`config.mk`:
```
export PLATFORM = sky130hd
export DESIGN_NAME = long_mul_seq
export DESIGN_NICKNAME = d
export VERILOG_FILES = /design/src/rtl/long_mul_seq.sv
export SDC_FILE = /design/constraint.sdc
export NUM_CORES = 1
export LEC_CHECK = 0
export ABC_AREA = 1
export BUFFER_PORTS_ARGS = -buffer_cell sky130_fd_sc_hd__buf_2
export CAP_MARGIN = 20
export CORE_UTILIZATION = 49
export CTS_CLUSTER_DIAMETER = 40
export CTS_CLUSTER_SIZE = 28
export DETAILED_ROUTE_END_ITERATION = 6
export MAX_ROUTING_LAYER = met4
export PLACE_DENSITY = 0.68
export RECOVER_POWER = 25
export SETUP_SLACK_MARGIN = 0.3
export SLEW_MARGIN = 40
export SYNTH_ARGS = -nofsm -noshare
export SYNTH_HDL_FRONTEND = slang
export SYNTH_SLANG_ARGS = --single-unit
```
`constraint.sdc`:
```
create_clock -name clk -period 16.8 [get_ports clk]
set_clock_uncertainty 0.15 [all_clocks]
set_input_delay 0.84 -clock clk [delete_from_list [all_inputs] [get_ports clk]]
set_output_delay 0.84 -clock clk [all_outputs]
set_load 0.02 [all_outputs]
```
`src/rtl/long_mul_seq.sv`:
```
// Iterative shift-add multiplier producing a 2*WIDTH product, one multiplier bit per cycle.
// Signed operands are multiplied as magnitudes and the product is negated at the end.
module long_mul_seq #(
   parameter int WIDTH = 32
) (
   input  logic             clk,
   input  logic             reset,
   input  logic             start,
   input  logic             is_signed,
   input  logic [WIDTH-1:0] a,
   input  logic [WIDTH-1:0] b,
   output logic             ready,
   output logic             busy,
   output logic             done,
   output logic [WIDTH-1:0] result_lo,
   output logic [WIDTH-1:0] result_hi,
   output logic             flag_n,
   output logic             flag_z
);

   localparam int CW = $clog2(WIDTH) + 1;

   typedef enum logic [1:0] {IDLE, CALC, FIX, DONE} state_t;

   state_t             state, state_nxt;
   logic [CW-1:0]      count;
   logic [WIDTH-1:0]   mcand, mplier;
   logic [2*WIDTH-1:0] acc;
   logic               sign;
   logic               accept, last;
   logic [WIDTH-1:0]   mag_a, mag_b;
   logic [WIDTH:0]     sum;
   logic [2*WIDTH-1:0] prod;

   // Handshake: a request is taken on any rising edge where start=1 and ready=1;
   // start while busy is ignored. done pulses for one cycle when results are valid.
   assign ready  = (state == IDLE) || (state == DONE);
   assign busy   = (state == CALC) || (state == FIX);
   assign done   = (state == DONE);
   assign accept = ready && start;
   assign last   = (count == CW'(WIDTH - 1));

   // Most-negative input negates to itself, which reads correctly as unsigned 2^(W-1).
   assign mag_a = (is_signed && a[WIDTH-1]) ? -a : a;
   assign mag_b = (is_signed && b[WIDTH-1]) ? -b : b;
   assign sum   = {1'b0, acc[2*WIDTH-1:WIDTH]} + (mplier[0] ? {1'b0, mcand} : '0);
   assign prod  = sign ? -acc : acc;

   always_ff @(posedge clk or posedge reset) begin
      if (reset) state <= IDLE;
      else       state <= state_nxt;
   end

   always_comb begin
      state_nxt = state;
      case (state)
         IDLE:    if (start) state_nxt = CALC;
         CALC:    if (last) state_nxt = FIX;
         FIX:     state_nxt = DONE;
         DONE:    state_nxt = start ? CALC : IDLE;
         default: state_nxt = IDLE;
      endcase
   end

   always_ff @(posedge clk or posedge reset) begin
      if (reset) begin
         count     <= '0;
         mcand     <= '0;
         mplier    <= '0;
         acc       <= '0;
         sign      <= 1'b0;
         result_lo <= '0;
         result_hi <= '0;
         flag_z    <= 1'b1;
      end else if (accept) begin
         mcand  <= mag_a;
         mplier <= mag_b;
         sign   <= is_signed && (a[WIDTH-1] ^ b[WIDTH-1]);
         acc    <= '0;
         count  <= '0;
      end else if (state == CALC) begin
         // Carry out of the add becomes the new top bit after the right shift.
         acc    <= {sum, acc[WIDTH-1:1]};
         mplier <= mplier >> 1;
         count  <= count + CW'(1);
      end else if (state == FIX) begin
         result_lo <= prod[WIDTH-1:0];
         result_hi <= prod[2*WIDTH-1:WIDTH];
         flag_z    <= (prod == '0);
      end
   end

   assign flag_n = result_hi[WIDTH-1];

endmodule

```
==> flow_metrics.env <==
export IMPL_drt_iter0_drc=910
export IMPL_rsz0062_at_grt="no"
export IMPL_cap_violations=1
export IMPL_die_w_um=170
export IMPL_track_usage_pct=29.9
export IMPL_routed_via_density=5.34
export IMPL_initial_core_util_pct=49.9
export IMPL_firstDrtPassIters=5
export IMPL_p_sw_mw=1.54
export IMPL_gr_total_overflow=0
export IMPL_synth_area_mm2=0.0139
export IMPL_cts_hold_buf=0
export IMPL_grt_pass1_vias=12949
export IMPL_ir_drop_mv=0.181
export IMPL_layout_drive_gt1_share_pct=11.4
export IMPL_die_area_mm2=0.0290
export IMPL_grt_max_degree=154
export IMPL_fin_crit_ns=5.84
export IMPL_violations="max-capacitance violations, max-slew violations"
export IMPL_status="finished with violations"
export IMPL_core_area_mm2=0.0279
export IMPL_critPathRequiredTime_ns=15.67
export IMPL_critPathTopFamily="buffers and inverters"
export IMPL_swShare_pct=49.9
export IMPL_io_pins=137
export IMPL_fillers=2749
export IMPL_cp_start_kind="input port"
export IMPL_setup_tns_final_ns=0
export IMPL_clkSinkCount=202
export IMPL_slowest_delay_ns=3.69
export IMPL_numCtsBuffers=31
export IMPL_hold_path_class="reg2reg"
export IMPL_cts_clk_slew_worst_paths_ns=0.06
export IMPL_worstSkewPairLatency_ns=0.57
export IMPL_synthCells=2081
export IMPL_yosys_warnings=0
export IMPL_die_y_um=170
export IMPL_grt_pass1_wl_um=67500
export IMPL_nNetsFinal=2303
export IMPL_async_flop_share_pct=100
export IMPL_final_common_cell="nand2_1"
export IMPL_cts_resized=0
export IMPL_final_cell_mix="648 x nand2_1, 254 x inv_1, 250 x nor2_1"
export IMPL_synth_edff_count=0
export IMPL_setup_viol=0
export IMPL_power_density_mw_per_mm2=195
export IMPL_drv_slew=154
export IMPL_crit_buf_inv=2
export IMPL_syn_nets=2192
export IMPL_tightest_slew_ns=6.67
export IMPL_drc=0
export IMPL_ant_nets=0
export IMPL_final_period_utilization_pct=34.8
export IMPL_antenna_found_initial=1
export IMPL_routed_wl_um=40900
export IMPL_postCtsSetupRepairBufs=0
export IMPL_area_growth_pct=14.2
export IMPL_cts_tree="yes"
export IMPL_hold_viol_final=0
export IMPL_final_cells=2595
export IMPL_crit_path_end_kind="async pin"
export IMPL_max_freq_mhz=171
export IMPL_row_count=61
export IMPL_syn_avg_cell_area_um2=6.67
export IMPL_hpwl_um=31400
export IMPL_ys_ff_latch=202
export IMPL_critPathSlowestCell="clkinvlp_2"
export IMPL_critical_path_class="in2async"
export IMPL_synth_flop_cell="dfrtp_1"
export IMPL_port_buffers=136
export IMPL_pwr_share_comb_pct=53.4
export IMPL_relSlewSlack_pct=-347
export IMPL_path_max_fanout=153
export IMPL_arrival_ns=4.72
export IMPL_ys_seq_area_share_pct=36.4
export IMPL_pwr_share_clk_pct=19.9
export IMPL_synth_cell_type_count=48
export IMPL_cts_root_buf="clkbuf_16"
export IMPL_internal_power_mw=1.55
export IMPL_clock_path_buffers=3
export IMPL_leakagePower_nw=8.38
export IMPL_cts_max_level=1
export IMPL_seqPwrFrac_pct=26.7
export IMPL_wire_per_inst_um=15.8
export IMPL_dr_total_vias=13845
export IMPL_gp_congestion=1.00
export IMPL_path_cells="buf_2 -> clkinvlp_2"
export IMPL_dp_cells=2537
## power by group through the flow
stage,registers (mW),logic [mW],clock network [mW]
floorplan,0.854,1.12,0
global placement,0.824,1.62,0
detailed placement,0.828,1.64,0
CTS,0.821,1.65,0.624
global route,0.848,1.86,0.647
finish,0.828,1.65,0.616
## through the flow
step / area (um2) / hold slack [ns] / utilization [%] / power, mW / worst slack, ns
5_1_grt: 15900 / 0.346 / 57.0 / 3.36 / 9.71
3_3_place_gp: 14900 / 0.308 / 53.3 / 2.44 / 12.93
6_report: 15900 / 0.323 / 57.0 / 3.10 / 10.96
3_5_place_dp: 14900 / 0.314 / 53.4 / 2.46 / 13.04
2_1_floorplan: 13900 / 0.299 / - / 1.98 / 10.30
4_1_cts: 15900 / 0.325 / 57.0 / 3.09 / 13.11
## synth_stat cells, types with 14 or more instances
master      n  area [um2]
clkbuf_1   52         195
a21oi_1    79         395
xor2_1     30         263
o21a_1     14         105
nand2_1   650        2440
ha_1       42         526
dfrtp_1   201        5030
inv_1     256         961
nor2_1    251         942
o21ai_0   133         666
nand4_1    24         150
o22ai_1    51         319
nor3_1     22         110
nand3_1   135         676
o221ai_1   21         184
## worst min-delay path, cell delays in order (launching register included)
cell and delay, ns:
dfrtp_1 0.34, nand2_1 0.05, nand2_1 0.05
## cell families after synthesis
| logic type | after synthesis | share of synthesized area [%] |
|---|---|---|
| flip-flops | 202 | 36.4 |
| adder cells (fa/ha/maj) | 43 | 3.93 |
| AO/OA/AOI/OAI | 338 | 14.2 |
| XOR/XNOR | 37 | 2.33 |
| AND/OR/NAND/NOR | 1137 | 34.2 |
| buffers and inverters | 324 | 8.91 |
## routing by layer
metal  track usage (%)  part of all wire (%)  vias up  routed length (um)
met5                 -                     0        -                   0
met2              44.9                    43      464               17600
met3              3.05                   5.9       70                2420
met1              42.5                    48     6340               19800
li1                  -                     -     6971                   -
met4              9.32                   2.9        0                1180
## path summary, 6_finish.rpt
kind                          startpoint            end  slack [ns]  cells after the start
setup reg to reg                state[1]         flag_z       13.11                     21
hold reg to reg            result_hi[30]  result_hi[30]        0.32                      2
max in group clk                state[1]         flag_z       13.11                     21
hold / removal             result_hi[30]  result_hi[30]        0.32                      2
min in group asynchronous          reset  result_lo[23]        2.22                      2
setup / recovery                   reset           sign       10.96                      2
## final cells by class
class / instances / area (um2) / share of cell area [%]
multi-input cells: 1555 / 7610 / 47.9
flip-flops and latches: 202 / 5060 / 31.9
inverters: 258 / 972 / 6.13
clock buffers: 35 / 811 / 5.11
repair buffers: 144 / 748 / 4.72
well taps: 378 / 473 / 2.98
clock inverters: 22 / 194 / 1.22
diodes: 1 / 2.50 / 0.0158
## state kept, by name, summed over array words and instances, names as in the netlist
name / count
acc: 64
count: 6
flag_z: 1
mcand: 32
mplier: 32
result_hi: 32
result_lo: 32
sign: 1
state: 2
No activity file was read; power rests on OpenSTA's default activity.
